--- src/rtl/dual_issue_queue_pkg.sv ---
// Shared decode constants for the dual-issue front end: opcode/funct values
// and instruction field positions used by the queue and the control unit.
package dual_issue_queue_pkg;

  // Major opcodes
  localparam logic [5:0] OP_RTYPE = 6'h00;
  localparam logic [5:0] OP_J     = 6'h02;
  localparam logic [5:0] OP_JAL   = 6'h03;
  localparam logic [5:0] OP_BEQ   = 6'h04;
  localparam logic [5:0] OP_BNE   = 6'h05;
  localparam logic [5:0] OP_ADDI  = 6'h08;
  localparam logic [5:0] OP_ORI   = 6'h0d;
  localparam logic [5:0] OP_LW    = 6'h23;
  localparam logic [5:0] OP_SW    = 6'h2b;

  // R-type function codes
  localparam logic [5:0] FUNCT_JR = 6'h08;

  // Architectural registers with a fixed role
  localparam logic [4:0] REG_ZERO = 5'd0;
  localparam logic [4:0] REG_RA   = 5'd31;

  // Instruction field slice positions
  localparam int OPC_HI = 31;
  localparam int OPC_LO = 26;
  localparam int RS_HI  = 25;
  localparam int RS_LO  = 21;
  localparam int RT_HI  = 20;
  localparam int RT_LO  = 16;
  localparam int RD_HI  = 15;
  localparam int RD_LO  = 11;
  localparam int FN_HI  = 5;
  localparam int FN_LO  = 0;

  // True for instructions that use the single data-memory port
  function automatic logic is_mem_op(input logic [5:0] op);
    logic res;
    case (op)
      OP_LW:   res = 1'b1;
      OP_SW:   res = 1'b1;
      default: res = 1'b0;
    endcase
    return res;
  endfunction

endpackage

--- src/rtl/dual_issue_queue_checker.sv ---
// Protocol and occupancy assertions for the dual-issue instruction queue.
module dual_issue_queue_checker #(
  parameter int DEPTH = 8,
  parameter int CW    = 4
) (
  input logic          clk,
  input logic          rst,
  input logic [1:0]    in_valid,
  input logic          in_ready,
  input logic [CW-1:0] push_cnt,
  input logic [CW-1:0] count
);

  localparam logic [CW-1:0] CNT_DEPTH = CW'(DEPTH);
  localparam logic [CW-1:0] CNT_ZERO  = {CW{1'b0}};

  a_no_upper_only: assert property (@(posedge clk) disable iff (!rst)
    in_valid != 2'b10);

  a_count_bound: assert property (@(posedge clk) disable iff (!rst)
    count <= CNT_DEPTH);

  a_push_needs_ready: assert property (@(posedge clk) disable iff (!rst)
    (push_cnt != CNT_ZERO) |-> in_ready);

endmodule

--- src/rtl/dual_issue_queue_issue_pair_check.sv ---
// Pairing checker: decides whether the second-oldest instruction may issue
// in the same cycle as the oldest one. Purely combinational.
module issue_pair_check
  import dual_issue_queue_pkg::*;
(
  input  logic [31:0] instr0,
  input  logic [31:0] instr1,
  output logic        pair_ok
);

  logic [5:0] op0_s;
  logic [5:0] fn0_s;
  logic [4:0] rt0_s;
  logic [4:0] rd0_s;
  logic [5:0] op1_s;
  logic [4:0] rs1_s;
  logic [4:0] rt1_s;
  logic       ctrl0_s;
  logic       mem_pair_s;
  logic [4:0] dest0_s;
  logic       uses_rt1_s;
  logic       raw_s;
  logic       unused_bits_s;

  assign op0_s = instr0[OPC_HI:OPC_LO];
  assign fn0_s = instr0[FN_HI:FN_LO];
  assign rt0_s = instr0[RT_HI:RT_LO];
  assign rd0_s = instr0[RD_HI:RD_LO];
  assign op1_s = instr1[OPC_HI:OPC_LO];
  assign rs1_s = instr1[RS_HI:RS_LO];
  assign rt1_s = instr1[RT_HI:RT_LO];

  // Fields of the pair that never influence the pairing decision
  assign unused_bits_s = ^{instr0[RS_HI:RS_LO], instr0[RD_LO-1:FN_HI+1], instr1[RD_HI:FN_LO]};

  // Slot 0 redirects fetch: the younger instruction may be on the wrong path
  always_comb begin
    ctrl0_s = 1'b0;
    case (op0_s)
      OP_J:     ctrl0_s = 1'b1;
      OP_JAL:   ctrl0_s = 1'b1;
      OP_BEQ:   ctrl0_s = 1'b1;
      OP_BNE:   ctrl0_s = 1'b1;
      OP_RTYPE: ctrl0_s = (fn0_s == FUNCT_JR);
      default:  ctrl0_s = 1'b0;
    endcase
  end

  // Only one data-memory port, so two memory ops cannot go together
  always_comb begin
    mem_pair_s = is_mem_op(op0_s) & is_mem_op(op1_s);
  end

  // Register written by slot 0; zero means nothing is written
  always_comb begin
    dest0_s = REG_ZERO;
    case (op0_s)
      OP_RTYPE: dest0_s = rd0_s;
      OP_ADDI:  dest0_s = rt0_s;
      OP_ORI:   dest0_s = rt0_s;
      OP_LW:    dest0_s = rt0_s;
      OP_JAL:   dest0_s = REG_RA;
      default:  dest0_s = REG_ZERO;
    endcase
  end

  // Does slot 1 read its rt field as a source operand
  always_comb begin
    uses_rt1_s = 1'b0;
    case (op1_s)
      OP_RTYPE: uses_rt1_s = 1'b1;
      OP_SW:    uses_rt1_s = 1'b1;
      OP_BEQ:   uses_rt1_s = 1'b1;
      OP_BNE:   uses_rt1_s = 1'b1;
      default:  uses_rt1_s = 1'b0;
    endcase
  end

  // Read-after-write between the pair and final pairing verdict
  always_comb begin
    if (dest0_s != REG_ZERO) begin
      raw_s = (dest0_s == rs1_s) | (uses_rt1_s & (dest0_s == rt1_s));
    end else begin
      raw_s = 1'b0;
    end
    pair_ok = ~(ctrl0_s | mem_pair_s | raw_s);
  end

endmodule

--- src/rtl/dual_issue_queue.sv ---
// Circular instruction queue between superscalar fetch and dual-issue decode.
// Presents the two oldest entries as issue slots; slot 1 is withheld when the
// pair cannot legally issue together.
module dual_issue_queue
  import dual_issue_queue_pkg::*;
#(
  parameter int DEPTH = 8,
  parameter int IW    = 32,
  parameter int AW    = 32
) (
  input  logic                   clk,
  input  logic                   rst,
  input  logic                   flush,
  input  logic [1:0]             in_valid,
  input  logic [IW-1:0]          in_instr0,
  input  logic [AW-1:0]          in_pc0,
  input  logic [IW-1:0]          in_instr1,
  input  logic [AW-1:0]          in_pc1,
  output logic                   in_ready,
  input  logic                   issue_ready,
  output logic                   out_valid0,
  output logic [IW-1:0]          out_instr0,
  output logic [AW-1:0]          out_pc0,
  output logic                   out_valid1,
  output logic [IW-1:0]          out_instr1,
  output logic [AW-1:0]          out_pc1,
  output logic [$clog2(DEPTH):0] count
);

  localparam int PW = $clog2(DEPTH);
  localparam int CW = PW + 1;

  localparam logic [CW-1:0] CNT_ZERO  = {CW{1'b0}};
  localparam logic [CW-1:0] CNT_ONE   = {{(CW-1){1'b0}}, 1'b1};
  localparam logic [CW-1:0] CNT_TWO   = {{(CW-2){1'b0}}, 2'b10};
  localparam logic [CW-1:0] CNT_DEPTH = CW'(DEPTH);
  localparam logic [PW-1:0] PTR_ZERO  = {PW{1'b0}};
  localparam logic [PW-1:0] PTR_ONE   = {{(PW-1){1'b0}}, 1'b1};

  logic [IW-1:0] instr_mem_r [DEPTH];
  logic [AW-1:0] pc_mem_r    [DEPTH];

  logic [PW-1:0] head_r;
  logic [PW-1:0] tail_r;
  logic [CW-1:0] count_r;

  logic [PW-1:0] slot1_idx_s;
  logic [PW-1:0] tail1_idx_s;
  logic [IW-1:0] slot0_instr_s;
  logic [IW-1:0] slot1_instr_s;
  logic [AW-1:0] slot0_pc_s;
  logic [AW-1:0] slot1_pc_s;
  logic          pair_ok_s;
  logic          has_two_s;
  logic          in_ready_s;
  logic          push_en0_s;
  logic          push_en1_s;
  logic [CW-1:0] push_cnt_s;
  logic [CW-1:0] pop_cnt_s;

  assign slot1_idx_s   = head_r + PTR_ONE;
  assign tail1_idx_s   = tail_r + PTR_ONE;
  assign slot0_instr_s = instr_mem_r[head_r];
  assign slot1_instr_s = instr_mem_r[slot1_idx_s];
  assign slot0_pc_s    = pc_mem_r[head_r];
  assign slot1_pc_s    = pc_mem_r[slot1_idx_s];
  assign count         = count_r;
  assign in_ready      = in_ready_s;

  issue_pair_check u_pair_check (
    .instr0  (slot0_instr_s),
    .instr1  (slot1_instr_s),
    .pair_ok (pair_ok_s)
  );

  // Slot presentation straight from the head of the queue (no bypass)
  always_comb begin
    out_valid0 = (count_r >= CNT_ONE);
    has_two_s  = (count_r >= CNT_TWO);
    out_valid1 = has_two_s & pair_ok_s;
    if (out_valid0) begin
      out_instr0 = slot0_instr_s;
      out_pc0    = slot0_pc_s;
    end else begin
      out_instr0 = {IW{1'b0}};
      out_pc0    = {AW{1'b0}};
    end
    if (has_two_s) begin
      out_instr1 = slot1_instr_s;
      out_pc1    = slot1_pc_s;
    end else begin
      out_instr1 = {IW{1'b0}};
      out_pc1    = {AW{1'b0}};
    end
  end

  // Push acceptance: room for a full pair, judged on the registered count only
  always_comb begin
    in_ready_s = ((CNT_DEPTH - count_r) >= CNT_TWO);
    if (in_ready_s) begin
      push_en0_s = in_valid[0];
      push_en1_s = in_valid[1];
      push_cnt_s = {{(CW-1){1'b0}}, in_valid[0]} + {{(CW-1){1'b0}}, in_valid[1]};
    end else begin
      push_en0_s = 1'b0;
      push_en1_s = 1'b0;
      push_cnt_s = CNT_ZERO;
    end
  end

  // Pop count: whatever slots are presented leave when decode accepts
  always_comb begin
    if (issue_ready) begin
      pop_cnt_s = {{(CW-1){1'b0}}, out_valid0} + {{(CW-1){1'b0}}, out_valid1};
    end else begin
      pop_cnt_s = CNT_ZERO;
    end
  end

  // Pointer and occupancy update; flush wins over same-cycle push/pop
  always_ff @(posedge clk or negedge rst) begin
    if (!rst) begin
      head_r  <= PTR_ZERO;
      tail_r  <= PTR_ZERO;
      count_r <= CNT_ZERO;
    end else if (flush) begin
      head_r  <= PTR_ZERO;
      tail_r  <= PTR_ZERO;
      count_r <= CNT_ZERO;
    end else begin
      head_r  <= head_r + pop_cnt_s[PW-1:0];
      tail_r  <= tail_r + push_cnt_s[PW-1:0];
      count_r <= count_r + push_cnt_s - pop_cnt_s;
    end
  end

  // Entry storage; contents are only meaningful below count, so no reset
  always_ff @(posedge clk) begin
    if (push_en0_s) begin
      instr_mem_r[tail_r] <= in_instr0;
      pc_mem_r[tail_r]    <= in_pc0;
    end
    if (push_en1_s) begin
      instr_mem_r[tail1_idx_s] <= in_instr1;
      pc_mem_r[tail1_idx_s]    <= in_pc1;
    end
  end

  dual_issue_queue_checker #(
    .DEPTH (DEPTH),
    .CW    (CW)
  ) u_checker (
    .clk      (clk),
    .rst      (rst),
    .in_valid (in_valid),
    .in_ready (in_ready_s),
    .push_cnt (push_cnt_s),
    .count    (count_r)
  );

endmodule

--- config.mk ---
export PLATFORM = sky130hd
export DESIGN_NAME = dual_issue_queue
export DESIGN_NICKNAME = d
export VERILOG_FILES = /design/src/rtl/dual_issue_queue_pkg.sv /design/src/rtl/dual_issue_queue_checker.sv /design/src/rtl/dual_issue_queue_issue_pair_check.sv /design/src/rtl/dual_issue_queue.sv
export SDC_FILE = /design/constraint.sdc
export NUM_CORES = 1
export LEC_CHECK = 0
export CORE_MARGIN = 2
export CORE_UTILIZATION = 45
export DETAILED_ROUTE_END_ITERATION = 16
export SYNTH_ARGS = -nofsm -noshare
export SYNTH_HDL_FRONTEND = slang
export SYNTH_SLANG_ARGS = --single-unit
--- constraint.sdc ---
create_clock -name clk -period 7.46 [get_ports clk]
set_clock_uncertainty 0.2 [all_clocks]
set_input_delay 1.492 -clock clk [delete_from_list [all_inputs] [get_ports clk]]
set_output_delay 1.492 -clock clk [all_outputs]
set_load 0.005 [all_outputs]
==> results of run 1 <==
==> cell type report <==
cell class                 count  area [sq um]
tap                          882          1100
inverter                      15          56.3
multi-input combinational   1270         14800
timing repair buffer         311          3040
clock buffer                  76          1580
fill                        5634         32000
antenna                        6          15.0
clock inverter                27           118
sequential                   522         15600
==> worst paths after layout <==
| path | to | slack [ps] | depth (start not counted) |
|---|---|---|---|
| min | tail_r[2] | 480 | 2 |
| max reg2reg | count[2] | 1360 | 17 |
| min reg2reg | tail_r[2] | 480 | 2 |
| min in group asynchronous | count[0] | 1010 | 1 |
| max | out_valid1 | 510 | 10 |
| max in group asynchronous | head_r[2] | 5620 | 1 |
==> synth_stat cells, types with 14 or more instances <==
cell and instances:
clkbuf_1 96, mux4_2 249, mux2_2 518, buf_2 37, edfxtp_1 512, nand3_1 15, a21oi_1 53, nand2_1 122
mux2i_1 89, inv_1 14, nor2_1 89, ha_1 17
==> flip-flops by register name (all words and copies together) (netlist names) <==
signal	count
count	4
head_r	3
instr_mem_r	256
pc_mem_r	256
tail_r	3
==> power breakdown <==
part	switching, uW	total (uW)	internal, uW
Clock	1180	2660	1470
Sequential	403	4670	4270
Combinational	3950	7570	3620
==> cells by family (layout without fill, tap and decap cells) <==
logic type | after synthesis | in the layout | share of synthesized area (%)
multiplexers | 856 | 856 | 39.9
XOR/XNOR | 11 | 11 | 0.312
adder cells (fa/ha/maj) | 21 | 21 | 0.947
AO/OA/AOI/OAI | 104 | 104 | 2.12
other | 0 | 6 | 0
AND/OR/NAND/NOR | 278 | 278 | 3.91
buffers and inverters | 167 | 429 | 2.32
flip-flops | 522 | 522 | 50.5
==> per-stage QoR <==
| stage | cell area (sq um) | power [uW] |
|---|---|---|
| after CTS | 36300 | 15000 |
| after floorplan | 30900 | 8960 |
| after global routing | 36400 | 15600 |
| after detailed placement | 34600 | 12300 |
| after global placement | 34600 | 12200 |
| final | 36400 | 14900 |
==> worst max-delay path: stages, from the launching register on <==
cell             delay [ps]
dfrtp_4                 760
mux4_2                  580
mux2i_1                 650
nand4_1                 470
a211o_1                 440
and4_1                  170
o22ai_1                 210
a2111oi_2                80
a211oi_1                570
buf_4                   210
clkdlybuf4s50_1         490
==> per-layer routing <==
metal  vias up  wire length (microns)  GRT usage, %
met1     10500                  39000          35.9
met3       148                   6570          5.18
met4        12                   1890          5.85
met2       719                  47900          46.4
li1       8390                      -             -
met5         -                     80             0
==> flow_summary.json, run 1 <==
{
  "cp-end-kind": "output pin",
  "startpoint": "head_r[0]",
  "yosys_most_used_dff": "edfxtp_1",
  "num_rows": 96,
  "layout_common_cells": "518 x mux2_2, 512 x edfxtp_1, 268 x clkdlybuf4s50_1",
  "p_per_area_nw_per_um2": 410,
  "period_share_pct": 93.1,
  "antenna_left": 0,
  "track_usage_pct": 27.1,
  "postCtsSetupBuffers": 0,
  "fin_nets": 2335,
  "fmax_ghz": 0.144,
  "portBuffers": 268,
  "synth_edf_count": 512,
  "tns_ps": 0,
  "synthTopCellsByArea": "edfxtp_1 50%, mux2_2 19%, mux4_2 18%",
  "cts_max_level": 2,
  "finalSetupViolCount": 0,
  "antenna_found_initial": 10,
  "drive_gt1_share_pct": 41.0,
  "vias_per_cell": 6.36,
  "yosysUniqueCellTypes": 56,
  "dp_slack_ps": 1170,
  "path_max_fanout": 28,
  "worst_pin_slew_ps": 1080,
  "r2r_start": "head_r[0]",
  "final_common_cell": "mux2_2",
  "setup_slack_ps": 514,
  "die_h_microns": 266,
  "slew_viol_final": 0,
  "io-pin-count": 269,
  "cp-start-kind": "flip-flop",
  "place_inst": 3000,
  "min-delay-path-class": "flip-flop to flip-flop",
  "synth_fp_nets": 2114,
  "cts-buffers-inserted": 60,
  "maxCapViolations": 0,
  "drc": 0,
  "ir_worst_vdd_mv": 0.337,
  "vias": 19800,
  "yosysSeqAreaShare_pct": 50.5,
  "min_from": "tail_r[2]",
  "clk_pin_slew_ps": 60,
  "synthCells": 1959,
  "yosys.area.top_type": "edfxtp_1",
  "cts.repair.resized": 0,
  "synth.avg_cell_area_sq_um": 15.8,
  "drt_pass1_iterations": 5,
  "wire_per_inst_microns": 30.7,
  "critPathRequiredTime_ps": 5770,
  "area_growth_pct": 17.6,
  "grt_max_degree": 67,
  "synthDominantCellAreaShare_pct": 49.7,
  "grt.overflow.total": 0,
  "hold_viol": 0,
  "hpwl_microns": 55500,
  "die_w_microns": 266,
  "gp_congestion": 0.844,
  "cts_tree": "built",
  "clk_latency_ps": 630,
  "status": "complete, no violations",
  "drtIter0Drc": 1879,
  "wl_microns": 95500,
  "die_area_sq_um": 70800,
  "netlist_area_sq_um": 30900,
  "ys_seq_elements": 522,
  "ys_warn_count": 0,
  "cp.arrival_ps": 5250,
  "period_needed_ps": 6950,
  "cts_sinks": 522,
  "root_buffer": "clkbuf_16",
  "layout.cells.non_filler": 3109,
  "path_class": "flip-flop to output pin",
  "hold-worst-slack_ps": 478,
  "grt_pass1_wl_microns": 141000,
  "grt_pass1_vias": 21000,
  "core_sq_um": 68300,
  "finalCoreUtilization_pct": 53.2,
  "total_leakage_power_uw": 0.0117,
  "ys_async_sr_fraction_pct": 1.92,
  "rsz0062_at_grt": "no",
  "slew_headroom_pct": 28.0,
  "clockBufferDepth": 3,
  "cts_hold_buf": 0,
  "start_util_pct": 45.3
}
Power figures use the tool's default switching activity.
==> run 2, diff against run 1 <==
Settings changed: CTS_BUF_LIST set to sky130_fd_sc_hd__clkbuf_8, CTS_CLUSTER_DIAMETER set to 100, HOLD_SLACK_MARGIN set to 0.06.
==> run 2 against run 1 <==
Sequential cell count is the same. Worst hold slack gained 3.0 ps. Final area about the same. Count of clock-buffer cells in the layout grew 22. Via count increased by 1.1%. Sequential power barely moved. Global-route usage rose by 0.18 points. Critical endpoint unchanged. Highest routed layer unchanged.
==> flow_summary.json, run 2 (synthesis gave the netlist of run 1 again) <==
{
  "path_max_fanout": 28,
  "ir_worst_vdd_mv": 0.334,
  "fin_nets": 2371,
  "die_w_microns": 266,
  "clk_latency_ps": 700,
  "layout.cells.non_filler": 3175,
  "period_needed_ps": 7030,
  "grt.overflow.total": 0,
  "worst_pin_slew_ps": 1060,
  "drive_gt1_share_pct": 41.6,
  "grt_pass1_wl_microns": 141000,
  "layout_common_cells": "518 x mux2_2, 512 x edfxtp_1, 268 x clkdlybuf4s50_1",
  "antenna_left": 0,
  "finalSetupViolCount": 0,
  "portBuffers": 268,
  "antenna_found_initial": 9,
  "postCtsSetupBuffers": 0,
  "clk_pin_slew_ps": 50,
  "grt_max_degree": 67,
  "min-delay-path-class": "flip-flop to flip-flop",
  "drtIter0Drc": 1961,
  "place_inst": 3000,
  "reg_top3": "instr_mem_r (256), pc_mem_r (256), count (4)",
  "cts_tree": "built",
  "drt_pass1_iterations": 5,
  "slew_viol_final": 0,
  "io-pin-count": 269,
  "vias": 20000,
  "hold_viol": 0,
  "num_rows": 96,
  "die_h_microns": 266,
  "path_class": "flip-flop to output pin",
  "rsz0062_at_grt": "no",
  "clockBufferDepth": 3,
  "vias_per_cell": 6.30,
  "grt_pass1_vias": 21200,
  "wl_microns": 96200,
  "cp-end-kind": "output pin",
  "p_per_area_nw_per_um2": 406,
  "total_leakage_power_uw": 0.0119,
  "wire_per_inst_microns": 30.3,
  "core_sq_um": 68300,
  "hold_path_end": "tail_r[2]",
  "status": "complete, no violations",
  "tns_ps": 0,
  "area_growth_pct": 17.6,
  "cp.arrival_ps": 5340,
  "worstReg2RegEnd": "count[2]",
  "rr_worst_depth": 17,
  "hpwl_microns": 55500,
  "r2r_start": "head_r[0]",
  "fmax_ghz": 0.142,
  "min_path_cells": 2,
  "cts_hold_buf": 0,
  "final_common_cell": "mux2_2",
  "root_buffer": "clkbuf_8",
  "slew_headroom_pct": 29.2,
  "period_share_pct": 94.2,
  "die_area_sq_um": 70800,
  "drc": 0,
  "cts_sinks": 522,
  "cts-buffers-inserted": 96,
  "min_from": "tail_r[2]",
  "cp-start-kind": "flip-flop",
  "critPathRequiredTime_ps": 5770,
  "hold-worst-slack_ps": 481,
  "start_util_pct": 45.3,
  "gp_congestion": 0.844,
  "maxCapViolations": 0,
  "track_usage_pct": 27.2,
  "reg2reg_slack_ps": 1320,
  "cts_max_level": 3,
  "cts.repair.resized": 0
}
[run 2: worst max path at each step]
| stage | cells after the start | start | slack [ps] | to |
|---|---|---|---|---|
| finish | 10 | head_r[0] | 430 | out_valid1 |
| global route | 10 | head_r[0] | 80 | out_valid1 |
| CTS | 10 | head_r[0] | 410 | out_valid1 |
| detailed placement | 10 | head_r[0] | 1170 | out_valid1 |
| global placement | 11 | head_r[0] | 1280 | out_valid1 |
| floorplan | 2 | in_valid[0] | 320 | instr_mem_r[0][0] |
[run 2: final cells by class]
| cell class | count | area, sq um |
|---|---|---|
| sequential | 522 | 15600 |
| fill | 5683 | 32000 |
| inverter | 15 | 56.3 |
| clock buffer | 98 | 1350 |
| tap | 882 | 1100 |
| antenna | 4 | 10.0 |
| clock inverter | 73 | 364 |
| timing repair buffer | 311 | 3040 |
| multi-input combinational | 1270 | 14800 |
[run 2: routing by layer]
layer  wire (microns)  vias to the layer above  track usage (%)
met4             1810                       12             6.77
met5               80                        -                0
li1                 -                     8478                -
met3             6640                      140             5.48
met2            48400                      775             46.2
met1            39300                    10600             36.0
[run 2: worst max-delay path: stages, from the launching register on]
cell and delay (ps):
dfrtp_4 750, mux4_2 580, mux2i_1 670, nand4_1 470, a211o_1 440, and4_1 170, o22ai_1 210, a2111oi_2 80
a211oi_1 570, buf_4 210, clkdlybuf4s50_1 490
[run 2: report_power, final]
group / internal [uW] / switching [uW] / total (uW)
clock: 1280 / 1240 / 2520
sequential: 4270 / 406 / 4680
combinational: 3620 / 3960 / 7580
total: 9180 / 5610 / 14800
[run 2: through the flow]
stage	power, uW	utilization (%)	worst slack [ps]	cell area [sq um]
2_1_floorplan	8960	-	319	30900
3_3_place_gp	12200	50.7	1280	34600
3_5_place_dp	12300	50.7	1170	34600
4_1_cts	14900	53.2	409	36400
5_1_grt	15500	53.2	84.9	36400
6_report	14800	53.2	431	36400
==> run 3, diff against run 2 <==
Settings changed: SETUP_SLACK_MARGIN set to 0.4.
==> run 3 against run 2 <==
Sequential share of layout area decreased by 0.086 points. Largest cell class unchanged. First-iteration DRC count increased by 0.66%. Count of clock-buffer cells in the layout increased by 4. Via count increased by 0.67%. Combinational power about the same.
==> flow_summary.json, run 3 (synthesis gave the netlist of run 1 again) <==
{
  "cts-buffers-inserted": 95,
  "status": "complete, no violations",
  "place_inst": 3001,
  "layout.cells.non_filler": 3173,
  "min_path_cells": 2,
  "critPathMaxStageDelay_ps": 770,
  "layout_common_cells": "518 x mux2_2, 512 x edfxtp_1, 268 x clkdlybuf4s50_1",
  "cp-end-kind": "output pin",
  "path_class": "flip-flop to output pin",
  "rsz0062_at_grt": "no",
  "track_usage_pct": 27.5,
  "worst_pin_slew_ps": 1130,
  "portBuffers": 268,
  "hold_viol": 0,
  "vias_per_cell": 6.34,
  "fin_nets": 2372,
  "grt_max_degree": 66,
  "reg2reg_slack_ps": 1460,
  "path_delay_family": "compound AO/OA/AOI/OAI gates",
  "hpwl_microns": 56400,
  "cts_hold_buf": 0,
  "core_sq_um": 68300,
  "met1_length_microns": 40200,
  "slew_viol_final": 0,
  "slowest_stage": "ha_4",
  "slew_headroom_pct": 24.7,
  "maxCapViolations": 0,
  "period_share_pct": 90.7,
  "wl_microns": 97300,
  "cp-start-kind": "flip-flop",
  "r2r_start": "head_r[1]",
  "critPathRequiredTime_ps": 5770,
  "total_leakage_power_uw": 0.0118,
  "drc": 0,
  "rr_worst_depth": 20,
  "cts_tree": "built",
  "hold_path_end": "tail_r[2]",
  "worst-path-stages": 11,
  "cp.arrival_ps": 5080,
  "wire_per_inst_microns": 30.7,
  "finalSetupViolCount": 0,
  "drt_pass1_iterations": 5,
  "ir_worst_vdd_mv": 0.408,
  "grt_pass1_wl_microns": 142000,
  "vias": 20100,
  "min_from": "tail_r[2]",
  "path_cells": "ha_4 -> buf_4 -> nor2b_1 -> a211o_1 -> o221ai_1 -> o211ai_1 -> o22ai_1 -> or3b_2 -> nor4_1 -> a211oi_2 -> clkdlybuf4s50_1",
  "die_w_microns": 266,
  "drtIter0Drc": 1974,
  "min-delay-path-class": "flip-flop to flip-flop",
  "fmax_ghz": 0.148,
  "final_common_cell": "mux2_2",
  "cts_sinks": 522,
  "worstReg2RegEnd": "count[3]",
  "reg_top3": "instr_mem_r (256), pc_mem_r (256), count (4)",
  "period_needed_ps": 6770,
  "io-pin-count": 269,
  "highest_layer": "met5",
  "die_area_sq_um": 70800,
  "root_buffer": "clkbuf_8",
  "gp_congestion": 0.916,
  "grt.overflow.total": 0,
  "num_rows": 96,
  "start_util_pct": 45.3,
  "clockBufferDepth": 3,
  "tns_ps": 0,
  "antenna_found_initial": 11,
  "path_max_fanout": 35,
  "dr_wl_met3_microns": 7190,
  "area_growth_pct": 17.8,
  "antenna_left": 0,
  "grt_pass1_vias": 21000,
  "clk_latency_ps": 710,
  "die_h_microns": 266,
  "drive_gt1_share_pct": 42.1,
  "p_per_area_nw_per_um2": 408,
  "crit_buf_inv": 2,
  "cts_max_level": 3,
  "wl_met2_microns": 47800,
  "clk_pin_slew_ps": 60
}
-- run 3: cell count changes in the layout (fill, tap and decap cells not counted), sizes merged --
cell	previous run	this run
diode	4	5
inv	56	38
clkinv	27	37
clkbuf	98	102
clkinvlp	3	2
buf	43	45
-- run 3: per-stage QoR --
stage                     cell area (sq um)  util (%)  hold WS, ps  setup WS (ps)  total power (uW)
final                                 36400      53.3          469            691             14900
after global routing                  36400      53.3          487            442             15600
after CTS                             36400      53.3          467            664             14900
after detailed placement              34700      50.7          448           1160             12300
after global placement                34700      50.7          443           1220             12300
after floorplan                       30900         -          393            520              8950
-- run 3: how the worst max path moves through the flow --
stage | from | end | slack [ps]
after floorplan | in_valid[0] | instr_mem_r[2][0] | 520
after global placement | head_r[2] | out_valid1 | 1220
after detailed placement | head_r[1] | out_valid1 | 1160
after CTS | head_r[1] | out_valid1 | 660
after global routing | head_r[1] | out_valid1 | 440
final | head_r[1] | out_valid1 | 690
-- run 3: final cells by class --
type,instances,area (sq um)
repair buffers,313,3090
clock inverters,64,322
fillers,5536,31900
clock buffers,102,1400
well taps,882,1100
flip-flops and latches,522,15600
diodes,5,12.5
multi-input cells,1270,14800
inverters,15,56.3
-- run 3: layer usage --
metal / up-vias / GRT usage [%]
li1: 8469 / -
met4: 16 / 6.67
met3: 174 / 5.99
met5: - / 0
met2: 832 / 45.8
met1: 10600 / 36.8
-- run 3: tightest hold or removal path, cell delays in order (launching register included) --
cell and delay (ps):
dfrtp_1 450, xnor2_1 100, nor2_1 80
-- run 3: what timing repair did --
item | in CTS | in global routing
gates resized for setup | 1 | 1
setup buffers | 0 | 1
endpoints found under the setup margin | 1 | 1
pin swaps | 0 | 0
-- run 3: power breakdown --
part	total [uW]	switching [uW]	internal, uW
Clock	2590	1270	1320
Combinational	7610	3990	3620
Sequential	4680	412	4270
